### config.mk
export PLATFORM = sky130hd
export DESIGN_NAME = pipe_stage_buf
export DESIGN_NICKNAME = d
export VERILOG_FILES = /design/src/rtl/pipe_stage_buf.sv
export SDC_FILE = /design/constraint.sdc
export NUM_CORES = 1
export LEC_CHECK = 0
export CAP_MARGIN = 20
export CORE_MARGIN = 2
export CORE_UTILIZATION = 40
export CTS_BUF_LIST = sky130_fd_sc_hd__clkbuf_4
export CTS_CLUSTER_SIZE = 30
export DETAILED_ROUTE_END_ITERATION = 12
export GPL_ROUTABILITY_DRIVEN = 0
export HOLD_SLACK_MARGIN = 0.1
export PLACE_DENSITY = 0.64
export RECOVER_POWER = 100
export SLEW_MARGIN = 20
export SYNTH_ARGS = -nofsm -noshare
export SYNTH_HDL_FRONTEND = slang
export SYNTH_SLANG_ARGS = --single-unit
export TNS_END_PERCENT = 100
### constraint.sdc
create_clock -name clock -period 5.25 [get_ports clock]
set_clock_uncertainty 0.1 [all_clocks]
set_input_delay 0.525 -clock clock [delete_from_list [all_inputs] [get_ports clock]]
set_output_delay 0.525 -clock clock [all_outputs]
set_load 0.02 [all_outputs]
### src/rtl/pipe_stage_buf.sv
// Reusable inter-stage register: 2-entry skid buffer, valid/ready, flush, bubble control. Optional stats: PIPE_STAGE_BUF_STATS_EN.
// Latency: 1 cycle from accept to out_*; each entry parked in skid adds 1 cycle.
// Backpressure: in_ready comes only from the state register; one extra entry is absorbed into skid on a stall.
module pipe_stage_buf #(
    parameter int                DATA_W      = 32,
    parameter int                CTRL_W      = 16,
    parameter logic [CTRL_W-1:0] BUBBLE_CTRL = {CTRL_W{1'b0}}
) (
    input  logic              clock,
    input  logic              reset,
    input  logic              in_valid,
    output logic              in_ready,
    input  logic [DATA_W-1:0] in_data,
    input  logic [CTRL_W-1:0] in_ctrl,
    input  logic              flush,
    output logic              out_valid,
    input  logic              out_ready,
    output logic [DATA_W-1:0] out_data,
    output logic [CTRL_W-1:0] out_ctrl,
    output logic [1:0]        occupancy,
    output logic [15:0]       stall_cnt
);

    typedef enum logic [1:0] {
        ST_EMPTY = 2'd0,
        ST_ONE   = 2'd1,
        ST_TWO   = 2'd2
    } state_t;

    state_t            state, state_nxt;
    logic [DATA_W-1:0] main_data, skid_data;
    logic [CTRL_W-1:0] main_ctrl, skid_ctrl;
    logic              push, pop;
    logic              load_main_in, load_main_skid, load_skid;

    assign in_ready  = (state != ST_TWO);
    assign out_valid = (state != ST_EMPTY);
    assign out_data  = main_data;
    assign out_ctrl  = out_valid ? main_ctrl : BUBBLE_CTRL;
    assign occupancy = state;

    assign push = in_valid & in_ready & ~flush;
    assign pop  = out_valid & out_ready;

    always_comb begin
        state_nxt      = state;
        load_main_in   = 1'b0;
        load_main_skid = 1'b0;
        load_skid      = 1'b0;
        if (flush) begin
            state_nxt = ST_EMPTY;
        end else begin
            case (state)
                ST_EMPTY: begin
                    if (push) begin
                        load_main_in = 1'b1;
                        state_nxt    = ST_ONE;
                    end
                end
                ST_ONE: begin
                    if (push && pop) begin
                        load_main_in = 1'b1;
                    end else if (push) begin
                        load_skid = 1'b1;
                        state_nxt = ST_TWO;
                    end else if (pop) begin
                        state_nxt = ST_EMPTY;
                    end
                end
                ST_TWO: begin
                    if (pop) begin
                        load_main_skid = 1'b1;
                        state_nxt      = ST_ONE;
                    end
                end
                default: state_nxt = ST_EMPTY;
            endcase
        end
    end

    always_ff @(posedge clock or negedge reset) begin
        if (!reset) begin
            state <= ST_EMPTY;
        end else begin
            state <= state_nxt;
        end
    end

    // Payload registers hold their value when empty so out_data stays stable.
    always_ff @(posedge clock or negedge reset) begin
        if (!reset) begin
            main_data <= '0;
            main_ctrl <= '0;
            skid_data <= '0;
            skid_ctrl <= '0;
        end else begin
            if (load_main_in) begin
                main_data <= in_data;
                main_ctrl <= in_ctrl;
            end else if (load_main_skid) begin
                main_data <= skid_data;
                main_ctrl <= skid_ctrl;
            end
            if (load_skid) begin
                skid_data <= in_data;
                skid_ctrl <= in_ctrl;
            end
        end
    end

`ifdef PIPE_STAGE_BUF_STATS_EN
    logic [15:0] stall_q;

    // Counts stalled-output edges; only reset clears it, flush does not.
    always_ff @(posedge clock or negedge reset) begin
        if (!reset) begin
            stall_q <= 16'h0000;
        end else if (out_valid && !out_ready && (stall_q != 16'hFFFF)) begin
            stall_q <= stall_q + 16'h0001;
        end
    end

    assign stall_cnt = stall_q;
`else
    assign stall_cnt = 16'h0000;
`endif

endmodule

[After elaboration in Yosys (flattened, before gate mapping)]
Index checks and enable logic that the tools add are counted.
Storage, ports and cells
  flip-flop bits (word level): 98
  output and inout port bits: 68
Operators by class
  equal/unequal tests: 7
  multiplexer cells: 22
  bitwise gates (word level): 4
  reductions and logical operators: 5
Operators with widths (number)
  $mux W32: 2
  $mux W16: 3
  $mux W2: 6
  $mux W1: 9
  $ne A3 B3 Y1 const B: 3
  $pmux W2 S3: 1
  $ne A4 B4 Y1 const B: 1
  $reduce_and A4 Y1: 1
  $reduce_bool A2 Y1: 2
  $and A1 B1 Y1: 3
  $eq A2 B1 Y1 const B: 1
  $eq A2 B2 Y1 const B: 1
  $logic_not A2 Y1: 1
  $ne A2 B2 Y1 const B: 1
  $pmux W1 S2: 1
  $logic_and A1 B1 Y1: 1
  $not A1 Y1: 1

[Logic depth before layout (Yosys ltp)]
Gate-level depths: netlist of run 1.
  word-level depth: 8
  mapped depth: 6
  gate-level depth less buffers: 4

[Worst setup path before layout of run 1]
No wires, ideal clock.
  path kind: register to output
  from: register state[1], in the netlist occupancy[1]
  to: output port out_valid
  arrival time: 1.310 ns
  data required time: 4.625 ns
  path slack: 3.315 ns
  cell stages (with the launch flop): 4
  path buffers: 1
  path through: dfrtp_1 -> nor2_1 -> clkbuf_1 -> inv_1
Between the ends
  longest elaborated chain between the ends: 1
RTL lines
  start, declared: RTL line 30  | state_t state, state_nxt;
  start signal, assigned: RTL line 85  | state <= state_nxt;
  $reduce_bool A2 Y1: RTL line 37  | assign out_valid = (state != ST_EMPTY);
  end, declared: RTL line 16  | output logic out_valid,
Every way passes these cells.

[Worst setup path in the final report of run 1]
  from: input port out_ready
  to: register main_data[22], in the netlist out_data[22]
Between the ends
  longest elaborated chain between the ends: 6
RTL lines
  start, declared: RTL line 17  | input logic out_ready,
  $and A1 B1 Y1 *: RTL line 43  | assign pop = out_valid & out_ready;
  $logic_and A1 B1 Y1: RTL line 61  | if (push && pop) begin
  $mux W1: RTL line 61
  $pmux W1 S2: RTL line 53  | case (state)
  $mux W1: RTL line 50  | if (flush) begin
  $mux W32 / $reduce_bool A2 Y1 (equally long branches)
  end signal, assigned: RTL line 98  | main_data <= in_data;
  end signal, assigned: RTL line 101  | main_data <= skid_data;
  end, declared: RTL line 31  | logic [DATA_W-1:0] main_data, skid_data;
Mark *: on every way between the ends. The rest lies on a longest branch, timed or not.
A chain may end at the register's enable or synchronous reset.

==> results of run 1 <==
-- registers in the layout, indices dropped and copies added (netlist names) --
name / count
occupancy: 2
skid_data: 32
out_data: 32
main_ctrl: 16
skid_ctrl: 16
-- power by group --
part           total, W  internal [W]  switching, W  leakage (nW)
clock network  0.000386      0.000148      0.000238        0.0722
registers       0.00110      0.000987      0.000112          1.20
logic          0.000753      0.000433      0.000321          1.21
total           0.00224       0.00157      0.000671          2.48
-- worst register-to-register path, stage by stage (launching register included) --
cell	delay [ns]
dfrtp_1	0.48
nor2b_1	0.25
nand2_1	0.11
a21oi_1	1.09
clkbuf_1	1.02
mux2_2	0.44
-- cells in the final DEF, fill, tap and decap left out --
cell | synthesis | routed
clkinv_2 | 0 | 2
clkbuf_4 | 0 | 10
nor2b_1 | 16 | 17
mux2i_1 | 1 | 1
nand2b_1 | 1 | 2
a211oi_1 | 1 | 1
mux2_2 | 134 | 134
a21oi_1 | 2 | 2
buf_4 | 18 | 2
nand3b_1 | 1 | 1
nor4bb_1 | 1 | 1
nand2_1 | 2 | 3
o21a_1 | 1 | 1
clkinvlp_4 | 0 | 1
o31a_1 | 1 | 1
nor2_1 | 2 | 2
conb_1 | 1 | 16
mux2_1 | 0 | 6
inv_1 | 1 | 1
mux2_4 | 8 | 2
nor3b_4 | 0 | 1
dfrtp_1 | 98 | 98
clkdlybuf4s50_1 | 0 | 51
clkinv_4 | 0 | 1
bufinv_16 | 0 | 1
dlygate4sd3_1 | 0 | 53
clkbuf_2 | 0 | 1
o22a_1 | 1 | 1
clkbuf_1 | 1 | 3
o21ai_0 | 1 | 1
-- final cells by class --
cell class	count	area, µm²	area share
multi-input combinational	193	1900	0.331
inverter	1	3.75	0.000655
sequential	98	2450	0.428
clock inverter	5	56.3	0.00982
clock buffer	10	75.1	0.0131
tap	140	175	0.0306
timing repair buffer	110	1070	0.187
-- cells in the mapped netlist (2+ instances only) --
cell       n  area share
buf_6      5       0.012
mux2_2   134        0.33
nand2_1    2      0.0016
a21oi_1    2      0.0022
nor2b_1   16       0.022
buf_4     18       0.030
dfrtp_1   98        0.54
nor2_1     2      0.0016
buf_2      8      0.0088
mux2_4     8       0.026
-- cell families after synthesis --
kind of cell / share of synthesized area
compound gates: 0.0104
simple gates: 0.0384
flops: 0.538
other cells: 0.000823
buf+inv: 0.0524
mux: 0.360
-- how the worst max path moves through the flow --
stage / endpoint
after global routing: skid_data[30]$_DFFE_PN0P_
after CTS: out_ctrl[1]
after global placement: out_data[11]$_DFFE_PN0P_
final: out_data[22]$_DFFE_PN0P_
after floorplan: out_valid
after detailed placement: main_ctrl[0]$_DFFE_PN0P_
-- metrics by stage --
| step | std cells | utilization | setup WS [ns] |
|---|---|---|---|
| 2_1_floorplan | 324 | - | 3.31 |
| 3_3_place_gp | 541 | 0.514 | 2.36 |
| 3_5_place_dp | 541 | 0.514 | 2.35 |
| 4_1_cts | 557 | 0.527 | 2.32 |
| 5_1_grt | 557 | 0.522 | 1.16 |
| 6_report | 557 | 0.522 | 1.44 |
-- per-layer routing --
layer | wire length (µm) | global-route usage
met5 | 0 | 0
met4 | 110 | 0.0450
met3 | 500 | 0.0355
met2 | 3970 | 0.229
met1 | 4280 | 0.206
-- repair_timing --
action / in CTS / in global routing
gates resized for setup: 0 / 0
hold buffers: 1 / 0
hold endpoints to repair: 23 / 0
==> results.sh, run 1 <==
export IMPL_path_clk_slew_ns=0.13
export IMPL_drc=0
export IMPL_cts_setup_buffers=0
export IMPL_p_leak_nw=2.48
export IMPL_crit_family="buffers and inverters"
export IMPL_drive_gt1_frac=0.372
export IMPL_grt_pass1_vias=2848
export IMPL_crit_fanout=21
export IMPL_drt_iter0_drc=78
export IMPL_status="complete, but fails checks"
export IMPL_routed_via_density=4.86
export IMPL_fin_setup_tns_ns=0
export IMPL_endpoint_kind="flip-flop"
export IMPL_drv_cap=1
export IMPL_synth_main_ff_cell="dfrtp_1"
export IMPL_slew_limit_headroom=-0.256
export IMPL_worstPathArrival_ns=4.02
export IMPL_synth_cells=309
export IMPL_vias=2706
export IMPL_die_y_um=111
export IMPL_holdWs_ns=0.415
export IMPL_coreArea_um2=11000
export IMPL_vdd_ir_drop_worst_mv=0.200
export IMPL_period_needed_ns=3.81
export IMPL_ff2ff_setup_slack_ns=1.66
export IMPL_synth_cell_type_count=26
export IMPL_crit_slowest_cell="a21oi_1"
export IMPL_syn_area_um2=4560
export IMPL_antenna_found_initial=0
export IMPL_rows=38
export IMPL_final_fill_count=996
export IMPL_yosysSeqAreaShare=0.538
export IMPL_grt_usage=0.148
export IMPL_rr_startpoint="occupancy[1]$_DFFE_PN0P_"
export IMPL_violations="max-capacitance violations, max-slew violations"
export IMPL_antenna_left=0
export IMPL_clk_latency_ns=0.42
export IMPL_place_area_um2=5650
export IMPL_synthArstFlopShare=1.00
export IMPL_grt_max_degree=76
export IMPL_critPathLaunch="out_ready"
export IMPL_drv_slew=76
export IMPL_cts_root_buffer="clkbuf_4"
export IMPL_fmax_mhz=262
export IMPL_overflow=0
export IMPL_firstDrtPassIters=4
export IMPL_grt_pass1_wl_um=14600
export IMPL_synth_seq_cells=98
export IMPL_die_area_um2=12300
export IMPL_die_w_um=111
export IMPL_post_route_period_util=0.727
export IMPL_htree_levels=3
export IMPL_critical_path_class="input port to flip-flop"
export IMPL_reg2reg_depth=5
export IMPL_numCtsBuffers=9
export IMPL_portBuffers=104
export IMPL_path_buf_inv=2
export IMPL_p_per_area_nw_per_um2=390
export IMPL_r2r_end="out_data[22]$_DFFE_PN0P_"
export IMPL_final_cell_area_um2=5730
export IMPL_initial_core_util=0.415
export IMPL_finalPower_w=0.00224
export IMPL_critPathLaunchType="input port"
export IMPL_cts_sinks=98
export IMPL_hpwl_um=5810
export IMPL_wire_per_inst_um=15.9
export IMPL_hold_start="main_ctrl[7]$_DFFE_PN0P_"
export IMPL_required_ns=5.46
export IMPL_finalHoldViolCount=0
export IMPL_nets=466
export IMPL_pin_count=121
export IMPL_cts_tree="built"
export IMPL_cts_max_path_buffers=2
export IMPL_rsz0062_at_grt="false"
export IMPL_wirelength_um=8850
export IMPL_synth_warnings=0
export IMPL_hold_end="main_ctrl[7]$_DFFE_PN0P_"
export IMPL_tightest_slew_ns=1.88
export IMPL_crit_chain="dlygate4sd3_1 -> nand2b_1 -> nand2_1 -> a21oi_1 -> clkbuf_1 -> mux2_2"
export IMPL_syn_mean_instance_area_um2=14.7
export IMPL_cp_depth=6
export IMPL_syn_to_final_growth_pct=25.8
export IMPL_hold_path_depth=1
export IMPL_setup_viol=0
export IMPL_synth_edff_count=0
export IMPL_hp_class="flip-flop to flip-flop"
export IMPL_antenna_cells=0
export IMPL_cpPeakStageDelay_ns=1.09
Note: power is estimated with default switching activity, not from simulation.
==> run 2, diff against run 1 <==
- PLACE_DENSITY: 0.64 -> 0.67
- clock period: 5.25 -> 3.5 ns (I/O delays scaled with it)
==> results.sh, run 2 (synthesis gave the netlist of run 1 again) <==
export IMPL_status="complete, but fails checks"
export IMPL_violations="max-capacitance violations, max-slew violations"
export IMPL_die_w_um=111
export IMPL_p_leak_nw=2.49
export IMPL_hold_start="main_ctrl[3]$_DFFE_PN0P_"
export IMPL_post_route_period_util=0.862
export IMPL_grt_pass1_wl_um=14800
export IMPL_antenna_left=0
export IMPL_numCtsBuffers=9
export IMPL_grt_pass1_vias=2829
export IMPL_critical_path_class="flip-flop to output port"
export IMPL_grt_max_degree=90
export IMPL_drt_iter0_drc=85
export IMPL_cts_root_buffer="clkbuf_4"
export IMPL_worstPathArrival_ns=2.57
export IMPL_clk_latency_ns=0.41
export IMPL_firstDrtPassIters=4
export IMPL_cts_tree="built"
export IMPL_path_clk_slew_ns=0.14
export IMPL_crit_fanout=10
export IMPL_syn_to_final_growth_pct=25.8
export IMPL_rr_startpoint="occupancy[1]$_DFFE_PN0P_"
export IMPL_path_buf_inv=2
export IMPL_setup_viol=0
export IMPL_p_per_area_nw_per_um2=572
export IMPL_period_needed_ns=3.02
export IMPL_htree_levels=3
export IMPL_die_area_um2=12300
export IMPL_fin_setup_tns_ns=0
export IMPL_die_y_um=111
export IMPL_antenna_found_initial=0
export IMPL_wirelength_um=8830
export IMPL_drive_gt1_frac=0.380
export IMPL_critPathLaunchType="flip-flop"
export IMPL_hold_end="main_ctrl[3]$_DFFE_PN0P_"
export IMPL_fmax_mhz=331
export IMPL_vdd_ir_drop_worst_mv=0.407
export IMPL_endpoint_kind="output port"
export IMPL_utilization=0.522
export IMPL_wire_per_inst_um=15.8
export IMPL_grt_usage=0.149
export IMPL_coreArea_um2=11000
export IMPL_drc=0
export IMPL_routed_via_density=4.91
export IMPL_finalHoldViolCount=0
export IMPL_nets=466
export IMPL_overflow=0
export IMPL_required_ns=3.05
export IMPL_drv_cap=1
export IMPL_r2r_end="out_data[22]$_DFFE_PN0P_"
export IMPL_antenna_cells=0
export IMPL_tightest_slew_ns=2.17
export IMPL_critPathLaunch="occupancy[1]$_DFFE_PN0P_"
export IMPL_cpPeakStageDelay_ns=0.67
export IMPL_hp_class="flip-flop to flip-flop"
export IMPL_crit_slowest_cell="dlygate4sd3_1"
export IMPL_vias=2737
export IMPL_hpwl_um=5850
export IMPL_drv_slew=90
export IMPL_cts_max_path_buffers=2
export IMPL_cts_setup_buffers=0
export IMPL_final_cell_mix="134 x mux2_2, 98 x dfrtp_1, 53 x clkdlybuf4s50_1"
export IMPL_cts_hold_buf=1
export IMPL_reg2reg_depth=5
export IMPL_hold_path_depth=1
export IMPL_initial_core_util=0.415
export IMPL_cts_resized=0
export IMPL_portBuffers=104
export IMPL_crit_family="buffers and inverters"
export IMPL_ff2ff_setup_slack_ns=0.68
export IMPL_cts_sinks=98
export IMPL_pin_count=121
export IMPL_crit_chain="nor2_1 -> clkbuf_1 -> nor2b_1 -> dlygate4sd3_1"
export IMPL_rsz0062_at_grt="false"
export IMPL_rows=38
export IMPL_slew_limit_headroom=-0.449
export IMPL_final_common_cell="mux2_2"
-- run 2: per-layer routing --
| metal | wire length [µm] | vias to the layer above | GRT usage |
|---|---|---|---|
| li1 | - | 1272 | - |
| met1 | 4090 | 1372 | 0.207 |
| met2 | 4200 | 87 | 0.232 |
| met3 | 473 | 6 | 0.0459 |
| met4 | 62 | 0 | 0.0275 |
| met5 | 0 | - | 0 |
-- run 2: layout make-up --
type	instances	area [µm²]
fill	979	5250
sequential	98	2450
multi-input combinational	193	1910
timing repair buffer	110	1090
tap	140	175
clock buffer	9	67.6
clock inverter	7	36.3
inverter	1	3.75
-- run 2: metrics by stage --
step	cells	power [W]	cell area, µm²	hold slack (ns)	worst slack (ns)
finish	558	0.00328	5730	0.417	0.482
global route	558	0.00350	5730	0.433	0.300
CTS	558	0.00341	5790	0.421	0.679
detailed placement	541	0.00291	5670	0.388	0.825
global placement	541	0.00287	5670	0.382	0.854
floorplan	324	0.00240	4610	-0.0456	1.63
-- run 2: worst max-delay path by stage --
stage / slack (ns) / to / depth (start not counted)
floorplan: 1.63 / main_ctrl[0]$_DFFE_PN0P_ / 6
global placement: 0.85 / out_data[4]$_DFFE_PN0P_ / 6
detailed placement: 0.83 / out_data[31]$_DFFE_PN0P_ / 6
CTS: 0.68 / out_ctrl[14] / 4
global route: 0.30 / out_ctrl[6] / 4
finish: 0.48 / out_ctrl[14] / 4
-- run 2: worst reg2reg max path: stages, from the launching register on --
cell	delay [ns]
dfrtp_1	0.47
nor2b_1	0.26
nand2_1	0.54
a21oi_1	0.30
clkbuf_4	0.63
mux2_2	0.43
-- run 2: power breakdown --
part           total (W)  internal [W]  leakage [nW]  switching [W]
registers        0.00165       0.00148          1.20       0.000168
logic            0.00115      0.000666          1.24       0.000482
clock network   0.000487      0.000137        0.0559       0.000349
total            0.00328       0.00228          2.49       0.000998
==> run 3, diff against run 2 <==
- PLACE_DENSITY: 0.67 -> 0.79
==> results.sh, run 3 (synthesis gave the netlist of run 1 again) <==
export IMPL_status="complete, but fails checks"
export IMPL_violations="max-capacitance violations, max-slew violations"
export IMPL_rsz0062_at_grt="false"
export IMPL_drv_cap=1
export IMPL_met2_length_um=4090
export IMPL_portBuffers=104
export IMPL_met3_length_um=506
export IMPL_cts_root_buffer="clkbuf_4"
export IMPL_hp_class="flip-flop to flip-flop"
export IMPL_final_common_cell="mux2_2"
export IMPL_cts_tree="built"
export IMPL_drive_gt1_frac=0.392
export IMPL_die_y_um=111
export IMPL_clkPwrFrac=0.167
export IMPL_rr_startpoint="occupancy[1]$_DFFE_PN0P_"
export IMPL_syn_to_final_growth_pct=26.8
export IMPL_seq_area_um2=2450
export IMPL_endpoint="out_ctrl[8]"
export IMPL_endpoint_kind="output port"
export IMPL_die_w_um=111
export IMPL_grt_pass1_wl_um=14600
export IMPL_r2r_end="out_data[24]$_DFFE_PN0P_"
export IMPL_critPathLaunchType="flip-flop"
export IMPL_overflow=0
export IMPL_tightest_slew_ns=1.56
export IMPL_m1WireLength_um=4180
export IMPL_path_clk_slew_ns=0.16
export IMPL_clk_latency_ns=0.43
export IMPL_routed_via_density=4.88
export IMPL_wire_per_inst_um=15.9
export IMPL_firstDrtPassIters=4
export IMPL_htree_levels=3
export IMPL_worstPathArrival_ns=2.47
export IMPL_p_per_area_nw_per_um2=584
export IMPL_multi_input_area_um2=1920
export IMPL_initial_core_util=0.415
export IMPL_crit_fanout=15
export IMPL_reg2reg_depth=5
export IMPL_utilization=0.526
export IMPL_period_needed_ns=2.92
export IMPL_drc=0
export IMPL_p_sw_w=0.00106
export IMPL_critical_path_class="flip-flop to output port"
export IMPL_wirelength_um=8930
export IMPL_p_int_w=0.00231
export IMPL_pin_count=121
export IMPL_p_sw_frac=0.315
export IMPL_required_ns=3.05
export IMPL_rows=38
export IMPL_numCtsBuffers=9
export IMPL_post_route_period_util=0.834
export IMPL_comb_power_share=0.344
export IMPL_fmax_mhz=343
export IMPL_finalHoldViolCount=0
export IMPL_drt_iter0_drc=58
export IMPL_die_area_um2=12300
export IMPL_antenna_found_initial=0
export IMPL_cts_max_path_buffers=2
export IMPL_p_seq_frac=0.490
export IMPL_fin_setup_tns_ns=0
export IMPL_final_fill_count=953
export IMPL_nets=469
export IMPL_vias=2740
export IMPL_routed_top_layer="met4"
export IMPL_coreArea_um2=11000
export IMPL_slew_limit_headroom=-0.0400
export IMPL_grt_usage=0.148
export IMPL_grt_max_degree=65
export IMPL_cts_sinks=98
export IMPL_grt_pass1_vias=2909
export IMPL_antenna_left=0
export IMPL_p_leak_nw=2.47
export IMPL_drv_slew=65
export IMPL_holdWs_ns=0.419
export IMPL_setup_viol=0
export IMPL_cts_resized=0
export IMPL_final_cell_mix="134 x mux2_2, 98 x dfrtp_1, 65 x clkdlybuf4s50_1"
export IMPL_hpwl_um=6160
export IMPL_critPathLaunch="occupancy[1]$_DFFE_PN0P_"
export IMPL_antenna_cells=0
export IMPL_vdd_ir_drop_worst_mv=0.351
export IMPL_ff2ff_setup_slack_ns=0.63
==> run 3: changes by cell type in the layout (fill, tap and decap cells not counted), sizes merged <==
cell / before / now
clkinvlp: 1 / 2
dlygate4sd3: 51 / 39
clkdlybuf4s50: 53 / 65
clkbuf: 14 / 17
inv: 1 / 4
clkinv: 6 / 2
==> run 3: how the worst min path moves through the flow <==
stage	start	endpoint	slack, ns	cells after the start
after global placement	main_ctrl[2]$_DFFE_PN0P_	main_ctrl[2]$_DFFE_PN0P_	0.38	1
after detailed placement	main_ctrl[2]$_DFFE_PN0P_	main_ctrl[2]$_DFFE_PN0P_	0.39	1
final	main_ctrl[8]$_DFFE_PN0P_	main_ctrl[8]$_DFFE_PN0P_	0.42	1
after floorplan	reset	main_ctrl[0]$_DFFE_PN0P_	-0.05	0
after CTS	in_ctrl[10]	skid_ctrl[10]$_DFFE_PN0P_	0.41	2
after global routing	in_ctrl[10]	skid_ctrl[10]$_DFFE_PN0P_	0.40	2
==> run 3: per-layer routing <==
layer  GRT usage  vias to the layer above
li1            -                     1263
met1       0.198                     1369
met2       0.235                       97
met3      0.0372                       11
met4      0.0533                        0
met5           0                        -
==> run 3: through the flow <==
step | instances | setup WS (ns) | total power, W | cell area (µm²)
after floorplan | 324 | 1.63 | 0.00240 | 4610
after CTS | 561 | 0.903 | 0.00348 | 5820
after global routing | 561 | 0.424 | 0.00358 | 5780
after global placement | 544 | 0.874 | 0.00286 | 5680
final | 561 | 0.581 | 0.00338 | 5780
after detailed placement | 544 | 0.812 | 0.00291 | 5680
==> run 3: cell type report <==
cell class,count,area share
timing repair buffer,113,0.190
tap,140,0.0303
clock inverter,7,0.0106
inverter,1,0.000649
sequential,98,0.424
multi-input combinational,193,0.333
clock buffer,9,0.0117
==> run 3: power groups by stage <==
stage	clock network (W)	logic, W	registers [W]
2_1_floorplan	0	0.000600	0.00180
3_3_place_gp	0	0.00120	0.00167
3_5_place_dp	0	0.00123	0.00168
4_1_cts	0.000588	0.00123	0.00166
5_1_grt	0.000639	0.00123	0.00171
6_report	0.000562	0.00116	0.00165
==> run 3: timing repair <==
| item | 4_1_cts | 5_1_grt |
|---|---|---|
| hold endpoints to repair | 62 | 0 |
| buffers inserted | 0 | 0 |
| hold buffers | 1 | 0 |
==> run 3: critical path, stage by stage (launching register included) <==
cell and delay, ns:
dfrtp_1 0.50, nor2_1 0.25, clkbuf_1 0.53, nor2b_1 0.09, dlygate4sd3_1 0.67
